File: src/rtl/cas_lock_key_sequencer_if.sv
// Handshake/bus bundle between the key sequencer and its environment:
// key loading, sweep control, locked/oracle responses and run results.
interface cas_lock_key_sequencer_if #(
   parameter int unsigned KEY_W = 64,
   parameter int unsigned PI_W  = 36,
   parameter int unsigned CNT_W = 16
) ();
   logic             key_load;
   logic             key_sin_valid;
   logic             key_sin;
   logic             start;
   logic [KEY_W-1:0] key_out;
   logic             key_ready;
   logic [PI_W-1:0]  pattern_out;
   logic             locked_resp;
   logic             oracle_resp;
   logic             busy;
   logic             done;
   logic             pass;
   logic [CNT_W-1:0] mismatch_cnt;
   logic [PI_W-1:0]  first_fail;

   modport master (
      output key_load, key_sin_valid, key_sin, start, locked_resp, oracle_resp,
      input  key_out, key_ready, pattern_out, busy, done, pass, mismatch_cnt, first_fail
   );

   modport slave (
      input  key_load, key_sin_valid, key_sin, start, locked_resp, oracle_resp,
      output key_out, key_ready, pattern_out, busy, done, pass, mismatch_cnt, first_fail
   );
endinterface

File: src/rtl/cas_lock_key_sequencer.sv
// Loads a candidate key serially, sweeps an LFSR pattern set over a locked
// netlist and its oracle, and reports mismatch count, pass and first failure.
module cas_lock_key_sequencer #(
   parameter int unsigned     KEY_W     = 64,
   parameter int unsigned     PI_W      = 36,
   parameter int unsigned     NUM_PAT   = 1024,
   parameter int unsigned     CNT_W     = 16,
   parameter logic [PI_W-1:0] LFSR_SEED = 36'h0_0000_0001
) (
   input  logic                     clk,
   input  logic                     rst,
   cas_lock_key_sequencer_if.slave  bus
);

   localparam int unsigned      BIT_W    = $clog2(KEY_W + 1);
   localparam logic [BIT_W-1:0] LAST_BIT = BIT_W'(KEY_W - 1);
   localparam logic [CNT_W-1:0] LAST_PAT = CNT_W'(NUM_PAT - 1);
   localparam logic [CNT_W-1:0] CNT_MAX  = {CNT_W{1'b1}};
   localparam logic [CNT_W-1:0] CNT_ONE  = CNT_W'(1);
   localparam logic [BIT_W-1:0] BIT_ONE  = BIT_W'(1);
   // Second tap of x^36 + x^25 + 1 (the first tap is the MSB).
   localparam int unsigned      LFSR_TAP = 24;

   typedef enum logic [2:0] {
      ST_IDLE  = 3'd0,
      ST_LOAD  = 3'd1,
      ST_ARMED = 3'd2,
      ST_RUN   = 3'd3,
      ST_DONE  = 3'd4
   } state_t;

   state_t            state_r;
   state_t            state_s;
   logic              busy_r;
   logic              busy_s;
   logic              done_r;
   logic              done_s;
   logic              enter_load_s;
   logic              enter_run_s;

   logic [KEY_W-1:0]  key_r;
   logic              key_ready_r;
   logic [BIT_W-1:0]  bit_cnt_r;

   logic [PI_W-1:0]   pattern_r;
   logic [CNT_W-1:0]  pat_cnt_r;
   logic [CNT_W-1:0]  mismatch_r;
   logic [CNT_W-1:0]  mismatch_nxt_s;
   logic [PI_W-1:0]   first_fail_r;
   logic              pass_r;
   logic              miss_s;

   function automatic logic [PI_W-1:0] lfsr_next_f(input logic [PI_W-1:0] v);
      return {v[PI_W-2:0], v[PI_W-1] ^ v[LFSR_TAP]};
   endfunction

   // FSM state register with registered busy/done decode.
   always_ff @(posedge clk) begin
      if (rst) begin
         state_r <= ST_IDLE;
         busy_r  <= 1'b0;
         done_r  <= 1'b0;
      end else begin
         state_r <= state_s;
         busy_r  <= busy_s;
         done_r  <= done_s;
      end
   end

   // FSM next-state logic; key_load outranks start where both are legal.
   always_comb begin
      state_s = state_r;
      case (state_r)
         ST_IDLE: begin
            if (bus.key_load) state_s = ST_LOAD;
            else              state_s = ST_IDLE;
         end
         ST_LOAD: begin
            if (bus.key_sin_valid && (bit_cnt_r == LAST_BIT)) state_s = ST_ARMED;
            else                                              state_s = ST_LOAD;
         end
         ST_ARMED, ST_DONE: begin
            if (bus.key_load)   state_s = ST_LOAD;
            else if (bus.start) state_s = ST_RUN;
            else                state_s = state_r;
         end
         ST_RUN: begin
            if (pat_cnt_r == LAST_PAT) state_s = ST_DONE;
            else                       state_s = ST_RUN;
         end
         default: state_s = ST_IDLE;
      endcase
   end

   // FSM outputs: status decode of the next state plus entry strobes.
   always_comb begin
      busy_s       = 1'b0;
      done_s       = 1'b0;
      enter_load_s = 1'b0;
      enter_run_s  = 1'b0;
      case (state_s)
         ST_LOAD, ST_RUN: busy_s = 1'b1;
         ST_DONE:         done_s = 1'b1;
         default:         busy_s = 1'b0;
      endcase
      if ((state_s == ST_LOAD) && (state_r != ST_LOAD)) enter_load_s = 1'b1;
      else                                              enter_load_s = 1'b0;
      if ((state_s == ST_RUN) && (state_r != ST_RUN))   enter_run_s = 1'b1;
      else                                              enter_run_s = 1'b0;
   end

   // Per-pattern compare with saturating mismatch count.
   always_comb begin
      miss_s         = 1'b0;
      mismatch_nxt_s = mismatch_r;
      if ((state_r == ST_RUN) && (bus.locked_resp != bus.oracle_resp)) begin
         miss_s = 1'b1;
         if (mismatch_r != CNT_MAX) mismatch_nxt_s = mismatch_r + CNT_ONE;
         else                       mismatch_nxt_s = mismatch_r;
      end else begin
         miss_s         = 1'b0;
         mismatch_nxt_s = mismatch_r;
      end
   end

   // Key holding register: bits enter at the MSB, so the first bit ends in bit 0.
   always_ff @(posedge clk) begin
      if (rst) begin
         key_r       <= {KEY_W{1'b0}};
         key_ready_r <= 1'b0;
         bit_cnt_r   <= {BIT_W{1'b0}};
      end else if (enter_load_s) begin
         key_r       <= {KEY_W{1'b0}};
         key_ready_r <= 1'b0;
         bit_cnt_r   <= {BIT_W{1'b0}};
      end else if ((state_r == ST_LOAD) && bus.key_sin_valid) begin
         key_r       <= {bus.key_sin, key_r[KEY_W-1:1]};
         key_ready_r <= (bit_cnt_r == LAST_BIT);
         bit_cnt_r   <= bit_cnt_r + BIT_ONE;
      end else begin
         key_r       <= key_r;
         key_ready_r <= key_ready_r;
         bit_cnt_r   <= bit_cnt_r;
      end
   end

   // Pattern sweep and result capture; first failure is taken while the count is still zero.
   always_ff @(posedge clk) begin
      if (rst) begin
         pattern_r    <= LFSR_SEED;
         pat_cnt_r    <= {CNT_W{1'b0}};
         mismatch_r   <= {CNT_W{1'b0}};
         first_fail_r <= {PI_W{1'b0}};
         pass_r       <= 1'b0;
      end else if (enter_load_s) begin
         pattern_r    <= pattern_r;
         pat_cnt_r    <= pat_cnt_r;
         mismatch_r   <= {CNT_W{1'b0}};
         first_fail_r <= {PI_W{1'b0}};
         pass_r       <= 1'b0;
      end else if (enter_run_s) begin
         pattern_r    <= LFSR_SEED;
         pat_cnt_r    <= {CNT_W{1'b0}};
         mismatch_r   <= {CNT_W{1'b0}};
         first_fail_r <= {PI_W{1'b0}};
         pass_r       <= 1'b0;
      end else if (state_r == ST_RUN) begin
         pattern_r  <= lfsr_next_f(pattern_r);
         pat_cnt_r  <= pat_cnt_r + CNT_ONE;
         mismatch_r <= mismatch_nxt_s;
         if (miss_s && (mismatch_r == {CNT_W{1'b0}})) first_fail_r <= pattern_r;
         else                                         first_fail_r <= first_fail_r;
         pass_r <= (state_s == ST_DONE) && (mismatch_nxt_s == {CNT_W{1'b0}});
      end else begin
         pattern_r    <= pattern_r;
         pat_cnt_r    <= pat_cnt_r;
         mismatch_r   <= mismatch_r;
         first_fail_r <= first_fail_r;
         pass_r       <= pass_r;
      end
   end

   assign bus.key_out      = key_r;
   assign bus.key_ready    = key_ready_r;
   assign bus.pattern_out  = pattern_r;
   assign bus.busy         = busy_r;
   assign bus.done         = done_r;
   assign bus.pass         = pass_r;
   assign bus.mismatch_cnt = mismatch_r;
   assign bus.first_fail   = first_fail_r;

endmodule

File: src/flat_wrapper.sv
// flat-port wrapper written by rule: the top's interface ports become plain ports
module cas_lock_key_sequencer_flat 
#(
   parameter int unsigned     KEY_W     = 64,
   parameter int unsigned     PI_W      = 36,
   parameter int unsigned     NUM_PAT   = 1024,
   parameter int unsigned     CNT_W     = 16,
   parameter logic [PI_W-1:0] LFSR_SEED = 36'h0_0000_0001
)
  (clk, rst, bus_key_load, bus_key_sin_valid, bus_key_sin, bus_start, bus_locked_resp, bus_oracle_resp, bus_key_out, bus_key_ready, bus_pattern_out, bus_busy, bus_done, bus_pass, bus_mismatch_cnt, bus_first_fail);
  cas_lock_key_sequencer_if #(.KEY_W(KEY_W), .PI_W(PI_W), .CNT_W(CNT_W)) bus_i ();
  input  logic clk;
  input  logic rst;
  input wire logic [$bits(bus_i.key_load)-1:0] bus_key_load;
  input wire logic [$bits(bus_i.key_sin_valid)-1:0] bus_key_sin_valid;
  input wire logic [$bits(bus_i.key_sin)-1:0] bus_key_sin;
  input wire logic [$bits(bus_i.start)-1:0] bus_start;
  input wire logic [$bits(bus_i.locked_resp)-1:0] bus_locked_resp;
  input wire logic [$bits(bus_i.oracle_resp)-1:0] bus_oracle_resp;
  output wire logic [$bits(bus_i.key_out)-1:0] bus_key_out;
  output wire logic [$bits(bus_i.key_ready)-1:0] bus_key_ready;
  output wire logic [$bits(bus_i.pattern_out)-1:0] bus_pattern_out;
  output wire logic [$bits(bus_i.busy)-1:0] bus_busy;
  output wire logic [$bits(bus_i.done)-1:0] bus_done;
  output wire logic [$bits(bus_i.pass)-1:0] bus_pass;
  output wire logic [$bits(bus_i.mismatch_cnt)-1:0] bus_mismatch_cnt;
  output wire logic [$bits(bus_i.first_fail)-1:0] bus_first_fail;
  assign bus_i.key_load = bus_key_load;
  assign bus_i.key_sin_valid = bus_key_sin_valid;
  assign bus_i.key_sin = bus_key_sin;
  assign bus_i.start = bus_start;
  assign bus_i.locked_resp = bus_locked_resp;
  assign bus_i.oracle_resp = bus_oracle_resp;
  assign bus_key_out = bus_i.key_out;
  assign bus_key_ready = bus_i.key_ready;
  assign bus_pattern_out = bus_i.pattern_out;
  assign bus_busy = bus_i.busy;
  assign bus_done = bus_i.done;
  assign bus_pass = bus_i.pass;
  assign bus_mismatch_cnt = bus_i.mismatch_cnt;
  assign bus_first_fail = bus_i.first_fail;
  cas_lock_key_sequencer #(.KEY_W(KEY_W), .PI_W(PI_W), .NUM_PAT(NUM_PAT), .CNT_W(CNT_W), .LFSR_SEED(LFSR_SEED)) u_core (.clk(clk), .rst(rst), .bus(bus_i));
endmodule
File: config.mk
export PLATFORM = sky130hd
export DESIGN_NAME = cas_lock_key_sequencer_flat
export DESIGN_NICKNAME = d
export VERILOG_FILES = /design/src/rtl/cas_lock_key_sequencer_if.sv /design/src/rtl/cas_lock_key_sequencer.sv /design/src/flat_wrapper.sv
export SDC_FILE = /design/constraint.sdc
export NUM_CORES = 1
export LEC_CHECK = 0
export BUFFER_PORTS_ARGS = -buffer_cell sky130_fd_sc_hd__buf_2
export CAP_MARGIN = 10
export CORE_MARGIN = 5
export CORE_UTILIZATION = 45
export CTS_BUF_LIST = sky130_fd_sc_hd__clkbuf_8
export DETAILED_ROUTE_END_ITERATION = 8
export GPL_ROUTABILITY_DRIVEN = 0
export PLACE_DENSITY = 0.71
export RECOVER_POWER = 100
export SYNTH_ARGS = -nofsm -noshare
export SYNTH_HDL_FRONTEND = slang
export SYNTH_SLANG_ARGS = --single-unit
File: constraint.sdc
create_clock -name clk -period 2.2 [get_ports clk]
set_clock_uncertainty 0.2 [all_clocks]
set_input_delay 0.55 -clock clk [delete_from_list [all_inputs] [get_ports clk]]
set_output_delay 0.55 -clock clk [all_outputs]
set_load 0.01 [all_outputs]
Word level (Yosys, flattened, before mapping)
Cells that the tools add are included.
{"block": "word_totals", "reg_bits": 182, "latchBits": 0, "ramBits": 0, "romBits": 0, "in_bits": 8, "output_inout_bits": 156, "wordCells": 63, "memories": 0}
{"block": "op_classes", "addsub": 3, "n_mul": 0, "div": 0, "n_lt_le_gt_ge": 0, "eq_ne": 13, "shift": 0, "n_mux": 17, "bitwise": 2, "n_reduce_logical": 17}
{"op": "$mux 36", "n": 2}
{"op": "$mux 16", "n": 4}
{"op": "$add 16x1->16 const B", "n": 2}
{"op": "$logic_not 16->1", "n": 2}
{"op": "$eq 16x10->1 const B", "n": 1}
{"op": "$ne 16x16->1 const B", "n": 1}
{"op": "$pmux 3 s4", "n": 1}
{"op": "$eq 3x2->1 const B", "n": 3}
{"op": "$mux 3", "n": 3}
{"op": "$add 7x1->7 const B", "n": 1}
{"op": "$eq 7x6->1 const B", "n": 1}
{"op": "$logic_and 1x1->1", "n": 7}
{"op": "$eq 3x1->1 const B", "n": 2}
{"op": "$eq 3x3->1 const B", "n": 2}
{"op": "$mux 1", "n": 6}
{"op": "$reduce_or 2->1", "n": 3}
{"op": "$reduce_and 2->1", "n": 2}
{"op": "$logic_not 3->1", "n": 1}
{"op": "$ne 3x1->1 const B", "n": 1}
{"op": "$ne 3x2->1 const B", "n": 1}
{"op": "$reduce_or 3->1", "n": 1}
{"op": "$mux 2", "n": 1}
{"op": "$reduce_bool 2->1", "n": 1}
{"op": "$ne 1x1->1", "n": 1}
{"op": "2 further kinds", "n": 2}

Longest topological paths before layout
Gate-level depths: netlist of run 1.
{"block": "depth", "ltp_word": 9, "mapped_depth": 12, "mapped_depth_nobuf": 8}

Least setup slack after synthesis of run 1
No wires, ideal clock.
{"block": "synth_timing", "path_type": "register to register", "startpoint": "register u_core.mismatch_r[0], in the netlist u_core.bus.mismatch_cnt[0]", "endpoint": "register u_core.pass_r, in the netlist u_core.bus.pass", "setup_time_ps": 70, "arrival_time_ps": 2271, "required_time_ps": 1930, "setup_slack_ps": -340, "path_stages_with_launch": 9, "path_buffers": 0, "synth_period_minus_slack_ps": 2540, "path_cell_list": "dfxtp_1 > ha_1 > nand4_2 > nor4_4 > nor2_2 > a21boi_1 > o2111ai_1 > or4_1 > a21oi_1"}
{"block": "synth_via", "elab_chain_len": 5, "elab_cells_between_ends": 6, "classes_between": "1 x add/sub; 1 x eq/ne; 2 x mux; 2 x reduce/logical"}
{"element": "start, declared", "line": "cas_lock_key_sequencer.sv:47", "text": "logic [CNT_W-1:0] mismatch_r;"}
{"element": "start signal, assigned", "line": "cas_lock_key_sequencer.sv:152", "text": "mismatch_r <= {CNT_W{1'b0}};"}
{"element": "start signal, assigned", "line": "cas_lock_key_sequencer.sv:158", "text": "mismatch_r <= {CNT_W{1'b0}};"}
{"element": "start signal, assigned", "line": "cas_lock_key_sequencer.sv:164", "text": "mismatch_r <= {CNT_W{1'b0}};"}
{"element": "$add 16x1->16 / $ne 16x16->1 (equally long branches)", "line": "cas_lock_key_sequencer.sv:118", "text": "if (mismatch_r != CNT_MAX) mismatch_nxt_s = mismatch_r + CNT_ONE;"}
{"element": "$mux 16", "line": "cas_lock_key_sequencer.sv:118"}
{"element": "$mux 16 (*)", "line": "cas_lock_key_sequencer.sv:116", "text": "if ((state_r == ST_RUN) && (bus.locked_resp != bus.oracle_resp)) begin"}
{"element": "$logic_not 16->1 (*)", "line": "cas_lock_key_sequencer.sv:173", "text": "pass_r <= (state_s == ST_DONE) && (mismatch_nxt_s == {CNT_W{1'b0}});"}
{"element": "$logic_and 1x1->1 (*)", "line": "cas_lock_key_sequencer.sv:173"}
{"element": "end signal, assigned", "line": "cas_lock_key_sequencer.sv:173"}
{"element": "end signal, assigned", "line": "cas_lock_key_sequencer.sv:179", "text": "pass_r <= pass_r;"}
{"element": "end, declared", "line": "cas_lock_key_sequencer.sv:50", "text": "logic pass_r;"}
Every way passes the cells marked *; elsewhere a longest branch is shown, timed or not.
A chain may end at the register's enable or synchronous reset.

Final worst setup path of run 1
{"block": "layout_timing", "startpoint": "register u_core.state_r[1]", "endpoint": "register u_core.first_fail_r[35], in the netlist u_core.bus.first_fail[35]"}
{"block": "layout_via", "elab_chain_len": 7, "elab_cells_between_ends": 22, "classes_between": "8 x eq/ne; 6 x mux; 8 x reduce/logical"}
{"element": "start, declared", "line": "cas_lock_key_sequencer.sv:32", "text": "state_t state_r;"}
{"element": "start signal, assigned", "line": "cas_lock_key_sequencer.sv:64", "text": "state_r <= state_s;"}
{"element": "$eq 3x2->1, or another cell as far along", "line": "cas_lock_key_sequencer.sv:73", "text": "case (state_r)"}
{"element": "$reduce_or 2->1 / $mux 3 (equally long branches)", "line": "cas_lock_key_sequencer.sv:73, cas_lock_key_sequencer.sv:83"}
{"element": "$pmux 3 s4", "line": "cas_lock_key_sequencer.sv:73"}
{"element": "$eq 3x2->1 / $eq 3x1->1 (equally long branches)", "line": "cas_lock_key_sequencer.sv:108, cas_lock_key_sequencer.sv:106"}
{"element": "$logic_and 1x1->1 (on tied branches)", "line": "cas_lock_key_sequencer.sv:108, cas_lock_key_sequencer.sv:106"}
{"element": "$mux 1 (on tied branches)", "line": "cas_lock_key_sequencer.sv:108, cas_lock_key_sequencer.sv:106"}
{"element": "$reduce_or 3->1 (no line)"}
{"element": "end signal, assigned", "line": "cas_lock_key_sequencer.sv:153", "text": "first_fail_r <= {PI_W{1'b0}};"}
{"element": "end signal, assigned", "line": "cas_lock_key_sequencer.sv:159", "text": "first_fail_r <= {PI_W{1'b0}};"}
{"element": "end signal, assigned", "line": "cas_lock_key_sequencer.sv:165", "text": "first_fail_r <= {PI_W{1'b0}};"}
{"element": "end, declared", "line": "cas_lock_key_sequencer.sv:49", "text": "logic [PI_W-1:0] first_fail_r;"}
Several ways; a longest one is shown, not always the timed one.

==> qor.log, run 1 <==
qor: clocking.cts-buffers-inserted 17
qor: synth.post_synth_instance_area 0.00731 mm2
qor: global_route.aggregate_global_routing_overflow 0
qor: finish.multi_input_comb_area 0.00372 mm2
qor: synth.sequential_to_total_area_share_from_yosys_stat 49.8%
qor: synth.synth_seq_cells 182
qor: power.pwr-share-comb 4.8%
qor: drt.dr.first_iter.drc_count 517
qor: synth.syn-instance-count 853
qor: floorplanning.i_o_pin_total 164
qor: global_route.first_pass_grt_wire_length 29600 um
qor: power.part_of_the_total_power_dissipated_in_sequential_elements 55.3%
qor: power.leakage 3.61 nW
qor: finish.flow.area_growth_from_synthesis 34.2%
qor: synth.dominantRegCellSynth sky130_fd_sc_hd__dfxtp_1
qor: synth.yosys_warnings 0
qor: worst_setup_path.path_buf_inv 3
qor: sta.slew_headroom 61.5%
qor: flow_run.cap_viol_max_count 0
qor: drt.drc 0
qor: synth.combinational_family_with_the_most_area_after_synthesis simple AND/OR/NAND/NOR gates
qor: clocking.cts_max_path_buffers 2
qor: finish.final_core_occ 61.6%
qor: power.clkPwrFrac 39.9%
qor: outcome.status finished, violations left
qor: worst_setup_path.cp_cell_sequence buf_6 > nand3b_1 > a211oi_2 > nand2b_4 > a21oi_4 > a21o_4 > buf_6 > nand2b_4 > buf_8 > nor2_1
qor: clocking.cts_tree built
qor: power.ir_drop 0.000340 V
qor: worst_setup_path.data_arrival_time_at_the_worst_slack_endpoint 2.52 ns
qor: floorplanning.core_area 0.0159 mm2
qor: finish.layout.cell_area.non_filler 0.00982 mm2
qor: finish.seqCellArea 0.00366 mm2
qor: clocking.sink_count_of_the_clock_tree 182
qor: global_route.grt_start_max_net_pins 67
qor: power.power.switching_fraction 23.8%
qor: clocking.clk_transition_reported_paths 0.10 ns
qor: floorplanning.die-area 0.0189 mm2
qor: placed_design.placedCellCount 1244
qor: worst_setup_path.critPathMaxStageDelay 0.37 ns
qor: drt.drt-pass1-iter-count 6
qor: finish.stdcell_count 1310
qor: clocking.clock_latency 0.46 ns
qor: worst_setup_path.startpoint_type register
qor: worst_setup_path.largest_delay_contributor_family_on_the_critical_path simple AND/OR/NAND/NOR gates
qor: power.p_total 5.96 mW
qor: clocking.ctsHtreeMaxLevel 4
qor: synth.synthesis.nets 865
qor: clocking.clock_tree.root_cell sky130_fd_sc_hd__clkbuf_8
qor: worst_setup_path.critical-path-slowest-cell sky130_fd_sc_hd__dfxtp_4
qor: sta.layout_worst_path_cycle_share 106%
qor: sta.worstMarginPinSlew 0.577 ns
qor: global_route.number_of_global_route_vias_before_repair 5971
qor: worst_setup_path.criticalPathCategory register to register
qor: finish.layout_commonest_cell sky130_fd_sc_hd__dfxtp_1
qor: sta.finalSetupViolCount 60
qor: finish.layout_common_cells sky130_fd_sc_hd__dfxtp_1, sky130_fd_sc_hd__nand2_1, sky130_fd_sc_hd__clkbuf_1
qor: drt.drt-vias-per-instance 5.13
qor: synth.yosys.area_share.xor_xnor 4.05%
qor: synth.post_synth_num_cell_types 65
qor: power.internal_power 4.54 mW
qor: sta.timing_hold_violations_final 0
qor: drt.detail_route.wl_per_cell 15.5 um
qor: placed_design.hpwl 12300 um
qor: placed_design.place_area 0.00879 mm2
qor: sta.whs 0.115 ns
qor: finish.final_layout_size_suffix_gt1_share 23.6%
qor: floorplanning.floorplan.initialDensity 45.9%
qor: worst_setup_path.worstSetupEndpointType register
qor: synth.synth_fa_ha_area_share 0.684%
qor: worst_setup_path.worstPathRequired 2.39 ns
qor: outcome.violated_checks setup timing
qor: drt.ant_nets 0
qor: sta.timing.final.crit_period 2.33 ns
qor: drt.detail_route.wirelength 20300 um
qor: finish.layout.nets 1092
qor: synth.synth_mux_area_share 5.23%
qor: floorplanning.placement_rows 46
qor: sta.slew_violations 0
qor: synth.postSynthAreaPerCell 8.58 um2
qor: sta.final.setup.worst_slack -0.131 ns
qor: sta.rsz_0062_raised_after_global_routing true
qor: floorplanning.floorplan.die.width 137 um
qor: synth.synth_edf_count 0
qor: finish.final.fill_count 1411
qor: sta.clock.fmax 0.429 GHz
qor: drt.routed-via-count 6723
qor: synth.synthArstFlopShare 0%
qor: power.net_switching_component_of_the_power 1.42 mW
qor: floorplanning.chipHeight 137 um
qor: min_path.min-delay-path-class primary input to register
qor: synth.share_of_the_synthesized_area_in_compound_gates_ao_oa_aoi_oai 10.7%
qor: synth.yosys.area_share.simple 25.1%
qor: global_route.grt_antenna_before_repair 0
qor: power.power_per_cell_area 607 mW/mm2
qor: global_route.groute.usage.overall 19.4%
qor: placed_design.buffer_ports.inserted 163
qor: worst_setup_path.critical_path.max_fanout 8
## worst min-delay path, stage by stage
cell and delay (ns):
sky130_fd_sc_hd__buf_2 0.09, sky130_fd_sc_hd__nand2_1 0.04, sky130_fd_sc_hd__a21oi_1 0.05
## power by group through the flow
stage          sequential, mW  combinational [mW]  clock [mW]
6_report                 3.30               0.283        2.38
3_5_place_dp             3.37               0.198           0
4_1_cts                  3.30               0.198        2.44
5_1_grt                  3.30               0.302        2.58
2_1_floorplan            3.37               0.139           0
3_3_place_gp             3.37               0.199           0
## worst paths after layout
| path | start | end | slack, ns | cells past startpoint |
|---|---|---|---|---|
| setup reg to reg | u_core.state_r[1]$_SDFF_PP0_ | u_core.bus.first_fail[35]$_SDFFE_PP0P_ | -0.13 | 10 |
| hold / removal | bus_key_sin | u_core.bus.key_out[63]$_SDFFE_PP0P_ | 0.11 | 3 |
| hold reg to reg | u_core.bus.key_out[0]$_SDFFE_PP0P_ | u_core.bus.key_out[0]$_SDFFE_PP0P_ | 0.26 | 2 |
| setup / recovery | u_core.state_r[1]$_SDFF_PP0_ | u_core.bus.first_fail[35]$_SDFFE_PP0P_ | -0.13 | 10 |
## layout make-up
type,instances,share of cell area (%)
Inverter,6,0.280
Sequential cell,182,37.3
Clock buffer,17,2.38
Timing Repair Buffer,267,17.5
Tap cell,216,2.75
Antenna cell,1,0.0255
Clock inverter,15,1.82
Multi-Input combinational cell,606,37.9
## routing by layer
layer,part of all wire [%],vias up,GRT usage (%)
met4,1.2,0,6.49
li1,-,3321,-
met3,4.5,18,4.09
met1,44,3218,25.4
met2,50,166,31.7
met5,0,-,0
## logic make-up (layout without fill, tap and decap cells)
logic type      Yosys count  in the layout
xor+xnor                 33             33
compound gates          142            142
other cells               0              1
flops                   182            182
buf+inv                  67            305
mux                      38             38
fa+ha+maj                 4              4
simple gates            387            389
## sequential cells by signal, indices dropped and copies added, names as in the netlist
name,count
u_core.bus.key_out,64
u_core.bus.first_fail,36
u_core.bus.pattern_out,36
u_core.bus.mismatch_cnt,16
u_core.pat_cnt_r,16
u_core.bit_cnt_r,7
u_core.state_r,3
u_core.bus.busy,1
u_core.bus.done,1
u_core.bus.key_ready,1
u_core.bus.pass,1
## synthesized netlist by cell type, drive strengths merged (4+ instances only)
cell type | number | area share [%]
nor2 | 125 | 6.5
nand4 | 15 | 1.8
inv | 6 | 0.31
and3 | 43 | 3.7
nand3 | 7 | 0.65
o21ai | 8 | 0.55
nand2 | 160 | 8.2
nor3 | 8 | 0.55
xnor2 | 16 | 1.9
ha | 4 | 0.68
nand2b | 5 | 0.53
clkbuf | 44 | 2.4
buf | 17 | 1.7
xor2 | 17 | 2.1
mux2i | 36 | 4.9
dfxtp | 182 | 50
a21oi | 113 | 7.7
nor4 | 6 | 0.72
## through the flow
stage	TNS [ns]	worst slack, ns
final	-4.03	-0.131
after global routing	-13.92	-0.276
after CTS	-0.0850	-0.0850
after detailed placement	-5.70	-0.335
after global placement	-4.62	-0.313
after floorplan	-0.119	-0.119
## timing repair
action                                  4_1_cts  5_1_grt
pin swaps                                    13       32
buffers inserted                              9       13
endpoints found under the setup margin       38      101
hold buffers                                  0        0
resized for setup                            19       89
gates cloned                                  2       11
No activity file was read; power rests on OpenSTA's default activity.
==> run 2: changes to the inputs <==
--- a/config.mk
+++ b/config.mk
@@ -14,6 +14,7 @@
 export GPL_ROUTABILITY_DRIVEN = 0
 export PLACE_DENSITY = 0.71
 export RECOVER_POWER = 100
+export SETUP_SLACK_MARGIN = 0.02
 export SYNTH_ARGS = -nofsm -noshare
 export SYNTH_HDL_FRONTEND = slang
 export SYNTH_SLANG_ARGS = --single-unit
==> qor.log, run 2 (synthesis results as in run 1) <==
qor: outcome.status finished, violations left
qor: outcome.violated_checks setup timing
qor: placed_design.place_ws -0.398 ns
qor: placed_design.buffer_ports.inserted 163
qor: clocking.ctsHtreeMaxLevel 4
qor: global_route.groute.usage.overall 19.7%
qor: power.ir_drop 0.000418 V
qor: worst_setup_path.criticalPathCategory register to register
qor: power.net_switching_component_of_the_power 1.45 mW
qor: worst_setup_path.data_arrival_time_at_the_worst_slack_endpoint 2.57 ns
qor: sta.finalSetupViolCount 122
qor: clocking.cts-buffers-inserted 17
qor: drt.drc 0
qor: global_route.first_pass_grt_wire_length 30300 um
qor: finish.layout.nets 1111
qor: sta.total_negative_slack -8.36 ns
qor: clocking.sink_count_of_the_clock_tree 182
qor: finish.flow.area_growth_from_synthesis 43.4%
qor: clocking.clock_latency 0.46 ns
qor: worst_setup_path.cp_cell_sequence ha_4 > nand4_4 > nor4_4 > o211ai_1 > o41ai_1 > nand4_1 > or4_1 > a21oi_1
qor: finish.layout_common_cells sky130_fd_sc_hd__dfxtp_1, sky130_fd_sc_hd__nand2_1, sky130_fd_sc_hd__clkbuf_1
qor: worst_setup_path.startpoint_type register
qor: finish.final.fill_count 1343
qor: power.pwr-share-comb 6.6%
qor: global_route.grt_start_max_net_pins 67
qor: power.internal_power 4.55 mW
qor: finish.layout_commonest_cell sky130_fd_sc_hd__dfxtp_1
qor: sta.slew_headroom 67.1%
qor: sta.slew_violations 0
qor: sta.final.setup.worst_slack -0.179 ns
qor: sta.timing_hold_violations_final 0
qor: drt.dr.first_iter.drc_count 446
qor: floorplanning.die-area 0.0189 mm2
qor: worst_setup_path.worstPathRequired 2.39 ns
qor: sta.clock.fmax 0.420 GHz
qor: clocking.clk_transition_reported_paths 0.09 ns
qor: sta.timing.final.crit_period 2.38 ns
qor: worst_setup_path.critical_path.reg2reg.startpoint u_core.bus.mismatch_cnt[1]$_SDFFE_PP0N_
qor: power.power.switching_fraction 24.2%
qor: drt.drt-vias-per-instance 5.21
qor: power.part_of_the_total_power_dissipated_in_sequential_elements 54.9%
qor: finish.stdcell_count 1329
qor: sta.rsz_0062_raised_after_global_routing true
qor: finish.largest_register_ffs 64
qor: clocking.cts_max_path_buffers 2
qor: flow_run.cap_viol_max_count 0
qor: clocking.clock_tree.root_cell sky130_fd_sc_hd__clkbuf_8
qor: worst_setup_path.worstSetupEndpointType register
qor: global_route.aggregate_global_routing_overflow 0
qor: floorplanning.core_area 0.0159 mm2
qor: worst_setup_path.critical_path.max_fanout 7
qor: drt.drt-pass1-iter-count 6
qor: drt.ant_nets 0
qor: sta.worstMarginPinSlew 0.490 ns
qor: worst_setup_path.critPathMaxStageDelay 0.48 ns
qor: floorplanning.floorplan.die.width 137 um
qor: placed_design.hpwl 12600 um
qor: worst_setup_path.critical-path-slowest-cell sky130_fd_sc_hd__or4_1
qor: drt.detail_route.wl_per_cell 16.2 um
qor: floorplanning.floorplan.initialDensity 45.9%
qor: power.power_per_cell_area 573 mW/mm2
qor: sta.whs 0.137 ns
qor: clocking.cts_tree built
qor: sta.layout_worst_path_cycle_share 108%
qor: min_path.min-delay-path-class primary input to register
qor: finish.final_layout_size_suffix_gt1_share 30.6%
qor: power.leakage 3.79 nW
qor: drt.detail_route.wirelength 21500 um
qor: min_path.hold_start bus_key_sin
qor: global_route.number_of_global_route_vias_before_repair 6134
qor: drt.routed-via-count 6921
qor: placed_design.placedCellCount 1252
qor: floorplanning.i_o_pin_total 164
qor: global_route.grt_antenna_before_repair 1
qor: worst_setup_path.crit_path_start u_core.bus.mismatch_cnt[1]$_SDFFE_PP0N_
qor: floorplanning.placement_rows 46
qor: floorplanning.chipHeight 137 um
qor: power.clkPwrFrac 38.5%
-- run 2: through the flow --
stage | cell area, um2 | utilization, % | power [mW]
after floorplan | 7460 | - | 3.52
after global placement | 8900 | 55.8 | 3.59
after CTS | 9570 | 60.0 | 5.87
final | 10500 | 65.8 | 6.01
after global routing | 10500 | 65.8 | 6.21
after detailed placement | 8900 | 55.8 | 3.59
-- run 2: metal layers --
metal,global-route usage (%),up-vias,part of all wire (%)
met5,0,-,0
met1,25.7,3315,44
li1,-,3379,-
met3,3.83,34,4.9
met4,6.21,0,1.8
met2,32.8,193,50
-- run 2: final timing paths --
check | to | depth (start not counted) | slack, ns
setup / recovery | u_core.bus.pass$_SDFFE_PP0N_ | 8 | -0.18
hold / removal | u_core.bus.key_out[63]$_SDFFE_PP0P_ | 3 | 0.14
setup reg to reg | u_core.bus.pass$_SDFFE_PP0N_ | 8 | -0.18
hold reg to reg | u_core.bus.key_out[29]$_SDFFE_PP0P_ | 2 | 0.26
-- run 2: what timing repair did --
item                                   in CTS  in global routing
hold buffers                                0                  0
setup endpoints to repair                  48                165
pin swaps                                  16                 31
resized for setup                          27                192
endpoints found under the hold margin       0                  0
buffers inserted                           10                 20
cloned                                      3                 18
-- run 2: layout make-up --
class	count	area (um2)	share of cell area [%]
clock inverter	13	145	1.38
multi-input combinational	606	4090	39.0
sequential	182	3660	34.9
tap	216	270	2.58
clock buffer	19	262	2.49
inverter	6	27.5	0.262
antenna	1	2.50	0.0239
timing repair buffer	286	2030	19.4
-- run 2: worst max-delay path, delay by kind of cell (launching register included) --
kind                       cells  cell delay, ns
and+or+nand+nor                4            1.19
adders and majority gates      1            0.14
AOI/OAI and AO/OA              3            0.43
DFF                            1            0.37
-- run 2: power groups by stage --
stage,clock [mW],combinational (mW),sequential [mW]
global route,2.50,0.416,3.30
CTS,2.36,0.219,3.30
detailed placement,0,0.212,3.37
global placement,0,0.212,3.37
floorplan,0,0.143,3.37
finish,2.31,0.397,3.30
==> run 3: changes to the inputs <==
--- a/config.mk
+++ b/config.mk
@@ -7,13 +7,14 @@
 export LEC_CHECK = 0
 export BUFFER_PORTS_ARGS = -buffer_cell sky130_fd_sc_hd__buf_2
 export CAP_MARGIN = 10
-export CORE_MARGIN = 5
+export CORE_MARGIN = 2
 export CORE_UTILIZATION = 45
 export CTS_BUF_LIST = sky130_fd_sc_hd__clkbuf_8
 export DETAILED_ROUTE_END_ITERATION = 8
 export GPL_ROUTABILITY_DRIVEN = 0
 export PLACE_DENSITY = 0.71
 export RECOVER_POWER = 100
+export REMOVE_ABC_BUFFERS = 1
 export SETUP_SLACK_MARGIN = 0.02
 export SYNTH_ARGS = -nofsm -noshare
 export SYNTH_HDL_FRONTEND = slang
==> qor.log, run 3 (synthesis results as in run 1) <==
qor: outcome.status finished, violations left
qor: outcome.violated_checks setup timing
qor: drt.detail_route.wl_per_cell 15.0 um
qor: worst_setup_path.critical_path.endpoint u_core.bus.pass$_SDFFE_PP0N_
qor: clocking.clk_transition_reported_paths 0.09 ns
qor: worst_setup_path.startpoint_type register
qor: worst_setup_path.data_arrival_time_at_the_worst_slack_endpoint 2.52 ns
qor: global_route.grt_antenna_before_repair 0
qor: sta.slew_violations 0
qor: finish.layout_commonest_cell sky130_fd_sc_hd__dfxtp_1
qor: finish.largest_register_ffs 64
qor: worst_setup_path.worstSetupEndpointType register
qor: clocking.sink_count_of_the_clock_tree 182
qor: global_route.first_pass_grt_wire_length 28600 um
qor: floorplanning.die-area 0.0173 mm2
qor: drt.ant_nets 0
qor: worst_setup_path.reg2reg_setup_slack -0.15 ns
qor: worst_setup_path.critical_path.max_fanout 5
qor: placed_design.buffer_ports.inserted 163
qor: min_path.cell_depth_of_the_worst_min_delay_path 3
qor: finish.seqCellArea 0.00365 mm2
qor: finish.final.fill_count 1402
qor: sta.timing.final.crit_period 2.35 ns
qor: global_route.number_of_global_route_vias_before_repair 5891
qor: drt.drt-pass1-iter-count 4
qor: floorplanning.floorplan.die.width 131 um
qor: worst_setup_path.worstPathRequired 2.37 ns
qor: floorplanning.floorplan.initialDensity 46.0%
qor: global_route.groute.layer.met1.usage 26.3%
qor: min_path.min-delay-path-class primary input to register
qor: worst_setup_path.critical_path.reg2reg.startpoint u_core.bus.mismatch_cnt[1]$_SDFFE_PP0N_
qor: power.leakage 3.61 nW
qor: clocking.ctsHtreeMaxLevel 4
qor: worst_setup_path.criticalPathCategory register to register
qor: drt.drc 0
qor: sta.timing_hold_violations_final 0
qor: floorplanning.i_o_pin_total 164
qor: worst_setup_path.critical_path_cell_count 9
qor: worst_setup_path.r2r_end u_core.bus.pass$_SDFFE_PP0N_
qor: sta.final.setup.worst_slack -0.150 ns
qor: sta.slew_headroom 56.3%
qor: finish.multi_input_comb_area 0.00400 mm2
qor: worst_setup_path.r2r_cells 9
qor: floorplanning.placement_rows 46
qor: worst_setup_path.critPathMaxStageDelay 0.52 ns
qor: global_route.aggregate_global_routing_overflow 0
qor: flow_run.cap_viol_max_count 0
qor: global_route.groute.usage.overall 19.6%
qor: global_route.gr_met3_demand_resource 6.40%
qor: global_route.busiest_layer met2
qor: power.power_per_cell_area 559 mW/mm2
qor: floorplanning.core_area 0.0159 mm2
qor: global_route.global_route.usage.met2 29.8%
qor: clocking.clock_latency 0.45 ns
qor: clocking.cts_tree built
qor: finish.antenna_cells_inserted 0
qor: finish.layout_common_cells sky130_fd_sc_hd__dfxtp_1, sky130_fd_sc_hd__nand2_1, sky130_fd_sc_hd__clkbuf_1
qor: sta.rsz_0062_raised_after_global_routing true
qor: global_route.grt_start_max_net_pins 67
qor: finish.flow.area_growth_from_synthesis 37.1%
qor: clocking.clock_tree.root_cell sky130_fd_sc_hd__clkbuf_8
qor: sta.total_negative_slack -2.53 ns
qor: placed_design.hpwl 11900 um
qor: worst_setup_path.cp_cell_sequence ha_4 > nand4_4 > buf_6 > nor4b_4 > nand4_1 > o21ai_1 > a31oi_1 > or4_1 > a21oi_1
qor: worst_setup_path.largest_delay_contributor_family_on_the_critical_path simple AND/OR/NAND/NOR gates
qor: finish.layout.nets 1091
qor: drt.dr.first_iter.drc_count 345
qor: clocking.cts-buffers-inserted 17
qor: drt.drt-vias-per-instance 5.11
qor: sta.worstMarginPinSlew 0.656 ns
qor: finish.final_layout_size_suffix_gt1_share 25.8%
qor: sta.layout_worst_path_cycle_share 107%
qor: sta.whs 0.122 ns
qor: worst_setup_path.crit_path_start u_core.bus.mismatch_cnt[1]$_SDFFE_PP0N_
qor: sta.finalSetupViolCount 39
qor: power.p_total 5.61 mW
qor: worst_setup_path.path_buf_inv 1
qor: drt.detail_route.wirelength 19600 um
qor: clocking.cts_max_path_buffers 2
qor: power.ir_drop 0.000376 V
qor: worst_setup_path.critical-path-slowest-cell sky130_fd_sc_hd__or4_1
qor: sta.clock.fmax 0.426 GHz
qor: drt.routed-via-count 6684
qor: floorplanning.chipHeight 131 um
-- run 3: changes by cell type in the layout (fill, tap and decap cells not counted), sizes merged --
cell | previous run | this run
clkbuf | 178 | 166
buf | 127 | 119
bufinv | 2 | 0
diode | 1 | 0
inv | 11 | 12
-- run 3: worst min-delay path: stages --
cell	delay, ns
sky130_fd_sc_hd__buf_2	0.09
sky130_fd_sc_hd__nand2_1	0.04
sky130_fd_sc_hd__a21oi_1	0.05
-- run 3: routing by layer --
| metal | up-vias | wire length (um) |
|---|---|---|
| li1 | 3327 | - |
| met1 | 3135 | 8870 |
| met2 | 193 | 9080 |
| met3 | 29 | 1320 |
| met4 | 0 | 362 |
| met5 | - | 0 |
-- run 3: power by group --
group | total [mW] | switching, mW | internal [mW]
combinational | 0.327 | 0.198 | 0.128
sequential | 3.30 | 0.00194 | 3.29
clock | 1.99 | 1.15 | 0.833
-- run 3: final cells by class --
cell class,count,area share [%]
multi-input combinational,606,39.9
clock inverter,12,0.799
timing repair buffer,266,17.3
clock buffer,19,2.61
sequential,182,36.4
tap,216,2.69
inverter,6,0.250
-- run 3: what timing repair did --
item	4_1_cts	5_1_grt
pin swaps	12	54
endpoints found under the setup margin	37	158
buffers inserted	6	7
endpoints found under the hold margin	0	0
hold buffers	0	0
cloned	1	14
resized for setup	22	153
-- run 3: how the worst min path moves through the flow --
stage,from,end,slack (ns)
floorplan,u_core.bit_cnt_r[1]$_SDFFE_PP0P_,u_core.bit_cnt_r[1]$_SDFFE_PP0P_,0.25
global placement,u_core.bus.key_ready$_SDFFE_PP0P_,u_core.bus.key_ready$_SDFFE_PP0P_,0.24
detailed placement,u_core.bus.key_out[0]$_SDFFE_PP0P_,u_core.bus.key_out[0]$_SDFFE_PP0P_,0.25
CTS,bus_key_sin,u_core.bus.key_out[63]$_SDFFE_PP0P_,0.1
global route,bus_key_sin,u_core.bus.key_out[63]$_SDFFE_PP0P_,0.10
finish,bus_key_sin,u_core.bus.key_out[63]$_SDFFE_PP0P_,0.12
-- run 3: stage by stage --
step           cell area (um2)  instances  util [%]  setup WS, ns
2_1_floorplan             7010        792         -         -5.76
3_3_place_gp              8780       1249      55.3        -0.366
3_5_place_dp              8780       1249      55.3        -0.460
4_1_cts                   9300       1287      58.5        -0.163
5_1_grt                  10000       1307      63.1        -0.242
6_report                 10000       1307      63.1        -0.150
